--- config.mk ---
export PLATFORM = sky130hd
export DESIGN_NAME = branch_recovery_unit
export DESIGN_NICKNAME = d
export VERILOG_FILES = /design/src/rtl/branch_recovery_unit_pkg.sv /design/src/rtl/branch_recovery_unit.sv
export SDC_FILE = /design/constraint.sdc
export NUM_CORES = 1
export LEC_CHECK = 0
export CORE_MARGIN = 4
export CORE_UTILIZATION = 40
export DETAILED_ROUTE_END_ITERATION = 8
export MAX_ROUTING_LAYER = met4
export PLACE_DENSITY = 0.73
export SYNTH_ARGS = -nofsm -noshare
export SYNTH_HDL_FRONTEND = slang
export SYNTH_SLANG_ARGS = --single-unit
--- constraint.sdc ---
create_clock -name clk -period 3.4 [get_ports clk]
set_input_delay 0.85 -clock clk [delete_from_list [all_inputs] [get_ports clk]]
set_output_delay 0.85 -clock clk [all_outputs]
set_load 0.02 [all_outputs]
--- src/rtl/branch_recovery_unit_pkg.sv ---
// Shared types and helpers for branch recovery. The ROB and the LSQ also use rob_age().
// The pending-record fields are sized for the widest supported configuration.
package branch_recovery_unit_pkg;

  localparam int unsigned BruRobMax  = 16;
  localparam int unsigned BruAddrMax = 64;

  typedef enum logic [1:0] {
    BRU_IDLE,
    BRU_PENDING,
    BRU_FLUSH,
    BRU_RESTORE
  } bru_state_t;

  typedef struct packed {
    logic [BruRobMax-1:0]  rob_id;
    logic [BruAddrMax-1:0] target;
  } bru_pending_t;

  // Distance of id from the ROB head, modulo the ROB depth; smaller means older.
  function automatic logic [BruRobMax-1:0] rob_age(input logic [BruRobMax-1:0] id,
                                                  input logic [BruRobMax-1:0] head,
                                                  input int unsigned          width);
    logic [BruRobMax-1:0] mask;
    mask = BruRobMax'((32'd1 << width) - 32'd1);
    return (id - head) & mask;
  endfunction

endpackage

--- src/rtl/branch_recovery_unit.sv ---
// Tracks the oldest outstanding mispredicted branch, flushes and redirects when it retires,
// stalls the front end during restore, and emits predictor-update records.
module branch_recovery_unit
  import branch_recovery_unit_pkg::*;
#(
  parameter int unsigned ADDR_WIDTH     = 32,
  parameter int unsigned ROB_WIDTH      = 5,
  parameter int unsigned RESTORE_CYCLES = 2
) (
  input  logic                  clk,
  input  logic                  rst,
  input  logic                  commit_branch_valid,
  input  logic                  commit_jump_valid,
  input  logic [ROB_WIDTH-1:0]  commit_branch_rob_id,
  input  logic                  commit_mispredict,
  input  logic                  commit_actual_taken,
  input  logic [ADDR_WIDTH-1:0] commit_actual_target,
  input  logic [ADDR_WIDTH-1:0] commit_nextPC,
  input  logic [ADDR_WIDTH-1:0] commit_update_pc,
  input  logic [ROB_WIDTH-1:0]  rob_head,
  input  logic                  retire_valid,
  input  logic [ROB_WIDTH-1:0]  retire_rob_id,
  output logic                  flush,
  output logic                  redirect_valid,
  output logic [ADDR_WIDTH-1:0] redirect_pc,
  output logic                  recovery_busy,
  output logic                  bp_update_valid,
  output logic [ADDR_WIDTH-1:0] bp_update_pc,
  output logic [ADDR_WIDTH-1:0] bp_update_target,
  output logic                  bp_update_taken,
  output logic                  bp_update_is_jump
);

  localparam int unsigned CntW = (RESTORE_CYCLES > 1) ? $clog2(RESTORE_CYCLES) : 1;

  bru_state_t            state_q;
  bru_pending_t          pend_q;
  logic [CntW-1:0]       restore_cnt_q;

  logic [ADDR_WIDTH-1:0] new_target;
  logic [BruRobMax-1:0]  new_age;
  logic [BruRobMax-1:0]  pend_age;
  logic                  commit_accept;
  logic                  capture;
  logic                  retire_hit;
  logic                  unused_pend;

  always_comb begin
    new_target    = (commit_actual_taken || commit_jump_valid) ? commit_actual_target
                                                               : commit_nextPC;
    new_age       = rob_age(BruRobMax'(commit_branch_rob_id), BruRobMax'(rob_head), ROB_WIDTH);
    pend_age      = rob_age(pend_q.rob_id, BruRobMax'(rob_head), ROB_WIDTH);
    // Commits seen during FLUSH/RESTORE belong to squashed ops.
    commit_accept = commit_branch_valid &&
                    ((state_q == BRU_IDLE) || (state_q == BRU_PENDING));
    capture       = commit_accept && commit_mispredict;
    // Only the registered pending id can trigger; a same-cycle capture cannot.
    retire_hit    = retire_valid && (retire_rob_id == pend_q.rob_id[ROB_WIDTH-1:0]);
  end

  assign unused_pend = ^pend_q;

  always_ff @(posedge clk or negedge rst) begin
    if (!rst) begin
      state_q           <= BRU_IDLE;
      pend_q            <= '0;
      restore_cnt_q     <= '0;
      flush             <= 1'b0;
      redirect_valid    <= 1'b0;
      redirect_pc       <= '0;
      recovery_busy     <= 1'b0;
      bp_update_valid   <= 1'b0;
      bp_update_pc      <= '0;
      bp_update_target  <= '0;
      bp_update_taken   <= 1'b0;
      bp_update_is_jump <= 1'b0;
    end else begin
      flush           <= 1'b0;
      redirect_valid  <= 1'b0;
      bp_update_valid <= commit_accept;
      if (commit_accept) begin
        bp_update_pc      <= commit_update_pc;
        bp_update_target  <= commit_actual_target;
        bp_update_taken   <= commit_actual_taken;
        bp_update_is_jump <= commit_jump_valid;
      end

      case (state_q)
        BRU_IDLE: begin
          recovery_busy <= 1'b0;
          if (capture) begin
            pend_q  <= '{rob_id: BruRobMax'(commit_branch_rob_id),
                         target: BruAddrMax'(new_target)};
            state_q <= BRU_PENDING;
          end
        end
        BRU_PENDING: begin
          if (retire_hit) begin
            state_q        <= BRU_FLUSH;
            flush          <= 1'b1;
            redirect_valid <= 1'b1;
            redirect_pc    <= pend_q.target[ADDR_WIDTH-1:0];
            recovery_busy  <= 1'b1;
            pend_q         <= '0;
          end else if (capture && (new_age < pend_age)) begin
            pend_q <= '{rob_id: BruRobMax'(commit_branch_rob_id),
                        target: BruAddrMax'(new_target)};
          end
        end
        BRU_FLUSH: begin
          state_q       <= BRU_RESTORE;
          restore_cnt_q <= CntW'(RESTORE_CYCLES - 1);
        end
        BRU_RESTORE: begin
          if (restore_cnt_q == '0) begin
            state_q       <= BRU_IDLE;
            recovery_busy <= 1'b0;
          end else begin
            restore_cnt_q <= restore_cnt_q - 1'b1;
          end
        end
        default: state_q <= BRU_IDLE;
      endcase
    end
  end

endmodule
==> reports/summary.md <==
The run finished, with violations left. The checks that failed: setup timing. The detailed router's first-iteration violation count came out at 197. The fraction of final layout cells with drive strength greater than 1 works out to 0.306. TritonCTS built the clock tree.

The vias per cell was 4.82. The wire length per cell works out to 17.8 um. The most numerous cell type found on the critical path is buf_12. The largest net degree at the start of global routing is 78. After the last flow step, the layout net total stands at 856. The endpoint identified for the worst register-to-register timing path is pend_q[1].

The DRC violation count after routing was 0. The number of hold-slack violations in the final timing report was 0. The proportion of synthesized flip-flops having asynchronous set or reset came out at 1.00. The first global-routing pass estimated 26,800 um of wire.

Headroom to the max-slew limit: 0.409. After routing the design area is 0.00988 mm^2. Counting every sink on the clock net gives 141. The number of core rows is 46, and the residual overflow from global routing is 0. The number of antenna violations at the first check in global routing was 0; the data arrival time of the critical path was 3730 ps. The routed wire length came out at 16,900 um. The worst setup path is captured at a register.

Final critical-path share of the clock period: 1.01. The tools report the launching instance or port of the critical path as commit_branch_rob_id[0]. For this run, the leading register cell type out of synthesis is dfrtp_1. The power density normalized to cell area is 970 mW/mm^2, and the number of global-route vias before repair is 5,109.

The area growth from synthesis to layout is 54.0%. 0 antenna diodes ended up in the layout. Following the worst setup path forward leads to its endpoint at pend_q[1].

Derived from the worst setup path, the maximum achievable clock frequency is 291 MHz. By instance count, the leading cell after synthesis is dfrtp_1. The share of the yosys chip area belonging to registers is 0.550.

The distinct cell type count after synthesis was 30. The Yosys warning count is 0, and the global placement routability congestion is 0.820. The run gives 2 as the maximum buffer depth of the clock tree.

Start of the worst register-to-register path: pend_q[64]. The tools report the insertion delay of the later-clocked pin in the worst-skew pair as 410 ps. The layout has 1,216 filler cells. The share of Yosys cell area claimed by the top area cell type works out to 0.550.

Among all stages on the critical path, the largest delay is contributed by fa_2. The global-route usage over all layers is 0.194. Dividing the synthesized area by the synthesized cell count gives 13.3 um^2. The post-detailed-placement half-perimeter wirelength was 11,600 um; the highest cell delay on the worst timing path was 380 ps.

The tools report the cell area after technology mapping as 0.00642 mm^2. The core area is 0.0158 mm^2, and the worst-path maximum fanout is 5. The least setup slack across all paths after layout came out at -40.0 ps. Across the routed clock network, the largest skew measured is 8.97 ps. The synthesized design spends more area on one cell type than any other, namely dfrtp_1.

The first-pass detailed-route iteration total was 4; the initial core utilization was 0.405. Traced cell by cell, the critical path runs through buf_8, inv_12, ha_4, inv_4, fa_2, a21o_1, a21oi_2, xnor2_1, ha_1, a2111oi_4, o21ai_2, a31oi_4, buf_6, buf_12, buf_12, mux2_4. In this run the cell area measured after placement is 0.00891 mm^2. The horizontal extent of the die is 135 um. The cell at the root of the clock tree is clkbuf_16.

Yosys attributes the largest share of cell area to dfrtp_1 55%, mux2_2 19%, mux2_4 7.0%, nand2_1 3.8%, ha_1 3.3%. In this run, post-CTS hold repair placed 0 buffers. At the pin with the least slew margin, the transition time is 886 ps. The cell count after synthesis came out at 482. At the worst endpoint, the required time is 3690 ps. Pin placement for this block handled 220 I/O pins. The critical path is of the in -> reg type. Worst setup slack before clock tree synthesis: -904 ps. The worst hold slack is 464 ps. Setup repair after global routing could not meet its margin everywhere. The worst-case IR drop observed on VDD is 0.000594 V.

The number of clock buffers added by TritonCTS is 17. Clock-pin slew was measured on the worst setup and hold paths at 60 ps. The H-tree was split into 4 levels. The tools report the synthesized net count as 619.

STA classifies the critical path startpoint as an input pin. The number of nets with antenna violations after detailed routing was 0; the final number of setup-violating endpoints was 14. Ranked by instance count, the synthesized netlist is headed by 141 x dfrtp_1, 106 x mux2_2, 65 x nand2_1. For the floorplan die area, the log shows 0.0181 mm^2. In this run the worst hold path is classified as in -> async.

The count of flip-flops with a built-in enable after synthesis was 0. Power comes to 0.00958 W. Measured in cells, the most critical reg-to-reg path has a length of 15.

The routed via count is 4,565. The count of max-cap constraint violations was 0; the setup slack on the worst flop-to-flop path was 70 ps. The final count of pins violating max slew came out at 0.

For this design the static power due to leakage is 4.31 nW. The final critical-path required period is 3440 ps. In this run, synthesis produced a sequential element count of 141. In this run the tool buffered the top-level ports with 219 buffer cells. The die is 135 um tall.
area by class of cell:
class	instances	area, um^2	area share
Clock buffer	19	453	0.0458
Inverter	13	67.6	0.00684
Clock inverter	13	185	0.0187
Sequential cell	141	3530	0.357
Multi-Input combinational cell	302	2840	0.288
Timing Repair Buffer	244	2540	0.257
Tap cell	216	270	0.0273
layer usage:
| metal | up-vias | global-route usage | wire [um] |
|---|---|---|---|
| met3 | 16 | 0.0574 | 980 |
| li1 | 2133 | - | - |
| met4 | 0 | 0.0469 | 204 |
| met5 | - | - | 0 |
| met1 | 2272 | 0.229 | 7070 |
| met2 | 144 | 0.326 | 8650 |
cell usage in the layout, fill, tap and decap left out, types with 2 or more instances in the layout:
cell	synthesis	routed
a21o_1	5	5
a21oi_1	39	35
a21oi_2	0	4
buf_12	3	4
buf_16	0	3
buf_4	1	13
buf_6	0	5
bufinv_16	0	4
clkbuf_16	0	19
clkbuf_8	0	2
clkdlybuf4s50_1	0	212
clkinv_2	0	3
clkinvlp_4	0	3
dfrtp_1	141	141
dlygate4sd2_1	0	2
fa_2	0	2
ha_1	17	9
ha_4	0	8
inv_1	13	8
inv_2	0	2
inv_6	0	3
mux2_2	106	99
mux2_4	30	37
nand2_1	65	65
nand3_1	2	2
nor2_1	6	5
nor2b_1	4	4
xnor2_1	8	8
xor2_1	5	5
kinds of logic (layout without fill, tap and decap cells):
family	count (synthesis)	after routing	synth area share
compound gates	52	52	0.0515
xor+xnor	13	13	0.0177
fa+ha+maj	19	19	0.0394
buf+inv	39	289	0.0326
flops	141	141	0.550
mux	137	137	0.258
simple gates	81	81	0.0513
per-stage QoR:
stage / cells / utilization / TNS [ps]
after floorplan: 482 / - / -5710
after global placement: 903 / 0.563 / -27970
after detailed placement: 903 / 0.563 / -32130
after CTS: 945 / 0.620 / 0
after global routing: 948 / 0.625 / -2130
final: 948 / 0.625 / -351
worst max-delay path: cells and delay by family:
kind	cells	cell delay [ps]
buf+inv	6	560
xor+xnor	1	150
fa+ha+maj	3	800
compound gates	5	1060
mux	1	300
state kept, by name, summed over array words and instances (netlist names):
register           cells
redirect_pc           32
state_q                2
bp_update_taken        1
restore_cnt_q          1
bp_update_target      32
bp_update_valid        1
bp_update_pc          32
recovery_busy          1
pend_q                37
bp_update_is_jump      1
redirect_valid         1
how the worst min path moves through the flow:
stage                   start               end  slack [ps]
floorplan           pend_q[0]         pend_q[0]         470
global placement    pend_q[0]         pend_q[0]         490
detailed placement  pend_q[9]         pend_q[9]         490
CTS                       rst        pend_q[66]         490
global route              rst  bp_update_pc[30]         520
finish                    rst  bp_update_pc[30]         460
timing repair:
item                       CTS  global route
pin swaps                   13            15
resized for setup           41             9
gates cloned                 4             2
setup endpoints to repair   37            37
buffers inserted             6             2
power by group:
group | total (W) | leakage (nW) | internal, W | switching, W
clock | 0.00200 | 0.310 | 0.00127 | 0.000726
combinational | 0.00466 | 2.28 | 0.00268 | 0.00198
sequential | 0.00293 | 1.72 | 0.00248 | 0.000449
total | 0.00958 | 4.31 | 0.00643 | 0.00316
No activity file was read; power rests on OpenSTA's default activity.
==> RTL edit 1: new RTL, config.mk and constraints unchanged <==
Re-encode `bru_state_t` (4 states) as one-hot, 4 bits wide.
--- a/src/rtl/branch_recovery_unit_pkg.sv
+++ b/src/rtl/branch_recovery_unit_pkg.sv
@@ -5,11 +5,11 @@
   localparam int unsigned BruRobMax  = 16;
   localparam int unsigned BruAddrMax = 64;
 
-  typedef enum logic [1:0] {
-    BRU_IDLE,
-    BRU_PENDING,
-    BRU_FLUSH,
-    BRU_RESTORE
+  typedef enum logic [3:0] {
+    BRU_IDLE    = 4'b0001,
+    BRU_PENDING = 4'b0010,
+    BRU_FLUSH   = 4'b0100,
+    BRU_RESTORE = 4'b1000
   } bru_state_t;
 
   typedef struct packed {
Check against the original RTL: same outputs for any inputs over 4 cycles, from zero or initial values and one cycle with rst low; so few cycles prove little.
==> RTL edit 1 against the unedited design <==
Setup slack improved by 76 ps. Largest cell class unchanged. Largest power group unchanged. Global-route usage grew 1.9 points. First-iteration DRC count did not move. Wire length rose by 8.2%. Area after synthesis grew 1.0%. Sequential cell count rose by 2. Power is 20% lower. Final area is essentially flat.
==> RTL edit 1: results (changes against the unedited design) <==
| Metric | Value |
|---|---|
| DR vias/cell | `4.95 (+2.9%)` |
| Post-Synth XOR/XNOR Area | `0.0189 (+0.00117)` |
| Syn_nets | `699 (+13%)` |
| Post-synthesis sequential area ratio | `0.552 (+0.00229)` |
| Met2 Use GR | `0.344 (+0.0180)` |
| Critical-path top delay cell | `clkdlybuf4s50_1` |
| Crit-path max FO | `10 (+5)` |
| Post-CTS Setup Bufs | `3 (-3)` |
| Post-cts sizing count | `34 (-17%)` |
| Proportion of layout cells with a drive suffix above 1 | `0.232 (-0.0740)` |
| Status | `finished clean` |
| M3 GR Usage | `0.0620 (+0.00466)` |
| GRT Resource Usage Total | `0.213 (+0.0195)` |
| Post-DP HPWL | `12600 um (+8.8%)` |
| Pin count of the biggest net entering global routing | `92 (+18%)` |
| Cell count of the worst reg-to-reg path | `12 (-3)` |
| DP Worst Slack | `-753 ps (+151 ps)` |
| Fillers | `1281 (+5.3%)` |
| Clk_skew | `16.7 ps (+7.78 ps)` |
| Post-Synthesis Cells | `567 (+18%)` |
| Multiplexer share of the synthesized area | `0.189 (-0.0684)` |
| Commonest cells post-synth | `nand2_1 (145), dfrtp_1 (142), mux2_2 (69), a21oi_1 (40), o21ai_0 (35)` |
| Vias in the first global route | `5747 (+12%)` |
| Maximum VDD drop | `0.441 mV (-26%)` |
| Slowest Stage Delay on Critical Path | `480 ps (+100 ps)` |
| WL final | `18300 um (+8.2%)` |
| Met1 usage | `0.255 (+0.0257)` |
| First-pass GRT wire length | `29700 um (+11%)` |
| Post-Route M1 WL | `7760 um (+9.8%)` |
| Placed insts | `984 (+9.0%)` |
| Area share of fa/ha/maj cells after synthesis | `0.0293 (-0.0101)` |
| Total number of vias | `5064 (+11%)` |
| Met2 wire length | `9010 um (+4.2%)` |
| Routability Congestion | `0.820 (about the same)` |
| NumNets Final | `925 (+8.1%)` |
| Largest Register | `pend_q` |
| Critical Path AT | `3660 ps (-70 ps)` |
| Dpl cell area | `9030 um^2 (+1.4%)` |
-- RTL edit 1: power breakdown --
group	leakage [nW]	total (mW)	switching, mW	internal [mW]
clock network	0.299	2.01	0.762	1.24
logic	2.37	2.96	1.36	1.60
registers	1.79	2.67	0.372	2.30
-- RTL edit 1: worst paths after layout --
check | from | endpoint | slack, ps
worst max register to register | pend_q[64] | pend_q[15] | 120
worst min-delay path | rst | bp_update_pc[10] | 480
max in group asynchronous | rst | pend_q[15] | 2110
worst min register to register | bp_update_pc[31] | bp_update_pc[31] | 480
min in group clk | bp_update_pc[31] | bp_update_pc[31] | 480
worst max-delay path | rob_head[3] | pend_q[15] | 40
-- RTL edit 1: final cells by class --
cell class	instances	area [um^2]	share of cell area
Clock buffer	18	429	0.0434
Clock inverter	14	204	0.0206
Inverter	11	57.6	0.00582
Multi-Input combinational cell	382	2880	0.291
Sequential cell	143	3580	0.362
Tap cell	216	270	0.0274
Timing Repair Buffer	238	2460	0.249
==> RTL edit 2: new RTL, config.mk and constraints unchanged <==
Made on the original files. `ADDR_WIDTH`: 32 -> 36.
--- a/src/rtl/branch_recovery_unit.sv
+++ b/src/rtl/branch_recovery_unit.sv
@@ -3,7 +3,7 @@
 module branch_recovery_unit
   import branch_recovery_unit_pkg::*;
 #(
-  parameter int unsigned ADDR_WIDTH     = 32,
+  parameter int unsigned ADDR_WIDTH     = 36,
   parameter int unsigned ROB_WIDTH      = 5,
   parameter int unsigned RESTORE_CYCLES = 2
 ) (
Ports: changed (6 resized); port bits go from 220 to 244. The function was not compared with the original's and may differ.
==> RTL edit 2 against the unedited design <==
Wire length is 21% higher. Via count is 32% higher. Critical path depth is 1 lower. Area after synthesis is 9.1% higher. Final area is 6.6% higher. Power is 2.5% lower. Hold slack worse by 140 ps. Sequential cell count is 16 higher. Setup slack better by 130 ps. Sequential power is 6% higher. Largest power group unchanged.
==> RTL edit 2: results (changes against the unedited design) <==
| Metric | Value |
|---|---|
| Drt pass-1 iters | `6 (+2)` |
| Proportion of layout cells with a drive suffix above 1 | `0.118 (-0.188)` |
| Vias in the first global route | `6317 (+24%)` |
| First-pass GRT wire length | `32900 um (+23%)` |
| Initial DRC Count | `283 (+44%)` |
| Fillers | `1498 (+23%)` |
| Routability Congestion | `0.820 (about the same)` |
| Top post-synthesis cells by area | `dfrtp_1 (56%), nand2_1 (20%), mux2_2 (5.0%)` |
| Largest Register | `pend_q` |
| Actual slew at the worst max-slew pin | `856 ps (-30.4 ps)` |
| Dpl cell area | `9720 um^2 (+9.2%)` |
| NumNets Final | `1164 (+36%)` |
| Post-DP HPWL | `13400 um (+16%)` |
| Max reg flops | `41 (+11%)` |
| Syn_nets | `918 (+48%)` |
| GRT Resource Usage Total | `0.216 (+0.0219)` |
| CTS Buf Count | `17 (unchanged)` |
| Crit-path max FO | `5 (unchanged)` |
| Port Buffers | `243 (+11%)` |
| Total number of vias | `6026 (+32%)` |
| DP Worst Slack | `-549 ps (+355 ps)` |
| YS warnings | `0 (unchanged)` |
| Critical Path AT | `3610 ps (-120 ps)` |
| Worst hold path class | `input port to asynchronous set/reset pin` |
| Post-synthesis sequential area ratio | `0.561 (+0.0112)` |
| Commonest cells post-synth | `nand2_1 (375), dfrtp_1 (157), a21oi_1 (41), o21ai_0 (38), mux2_2 (31)` |
| Static leakage power | `5.08 nW (+18%)` |
| Initial antenna violation count | `2 (+2)` |
| Drt wl/cell | `16.3 um (-8.3%)` |
| Maximum VDD drop | `0.594 mV (about the same)` |
| Status | `finished clean` |
| Clk_lat worst skew | `420 ps` |
| # setup viols final | `0 (-14)` |
| Cell count of the worst reg-to-reg path | `16 (+1)` |
| Clk_skew | `12.2 ps (+3.27 ps)` |
| Level count of the clock H-tree | `4 (unchanged)` |
| Synth cell types | `30 (unchanged)` |
| Internal power | `5.93 mW (-7.7%)` |
## RTL edit 2: metal layers
metal  global-route usage  wire, um
met1                0.275      9090
met2                0.337      9540
met3               0.0669      1680
met4               0.0530       207
met5                    -         0
## RTL edit 2: layout make-up
type                    instances  share of cell area
flip-flops and latches        157               0.373
multi-input cells             551               0.275
repair buffers                271               0.262
clock buffers                  18              0.0417
well taps                     225              0.0267
clock inverters                14              0.0150
inverters                      17             0.00605
diodes                          2            0.000475
## RTL edit 2: worst paths after layout
check                      slack, ps       startpoint               end
max                               90      rob_head[2]        pend_q[31]
min                              320              rst  bp_update_pc[31]
max reg2reg                      290       pend_q[64]        pend_q[31]
min reg2reg                      470  redirect_pc[35]   redirect_pc[35]
max in group asynchronous       2170              rst   redirect_pc[33]
min in group clk                 470  redirect_pc[35]   redirect_pc[35]
## RTL edit 2: cells by family after synthesis
group | Yosys count | share of synthesized area
buf+inv | 61 | 0.0393
compound gates | 88 | 0.0670
fa+ha+maj | 19 | 0.0361
xor+xnor | 13 | 0.0163
simple gates | 388 | 0.212
flops | 157 | 0.561
mux | 43 | 0.0684
## RTL edit 2: timing repair
item,CTS,global route
resized for setup,16,16
pin swaps,12,10
buffers inserted,4,1
gates cloned,3,1
setup endpoints to repair,41,40
## RTL edit 2: critical path: stages
cell	delay (ps)
clkdlybuf4s50_1	390
inv_1	170
ha_4	250
a21o_1	190
a21oi_2	170
xnor2_1	100
ha_1	320
nand2_1	80
nand4b_1	90
a31oi_1	180
buf_4	150
o21ai_4	60
buf_12	170
buf_16	140
mux2_1	300
## RTL edit 2: power groups by stage
| stage | sequential [mW] | clock (mW) | combinational (mW) |
|---|---|---|---|
| floorplan | 3.74 | 0 | 1.61 |
| global placement | 3.11 | 0 | 3.92 |
| detailed placement | 3.13 | 0 | 4.01 |
| CTS | 3.11 | 1.98 | 4.28 |
| global route | 3.23 | 2.06 | 4.68 |
| finish | 3.11 | 1.93 | 4.30 |
## RTL edit 2: stage by stage
step | setup TNS [ps] | cells | util | total power [mW] | hold slack, ps
global route | 0 | 1255 | 0.611 | 9.96 | 342
floorplan | 0 | 769 | - | 5.35 | 441
finish | 0 | 1255 | 0.611 | 9.34 | 323
global placement | -18820 | 1214 | 0.564 | 7.02 | 448
detailed placement | -21620 | 1214 | 0.564 | 7.14 | 457
CTS | -27.7 | 1252 | 0.608 | 9.36 | 326
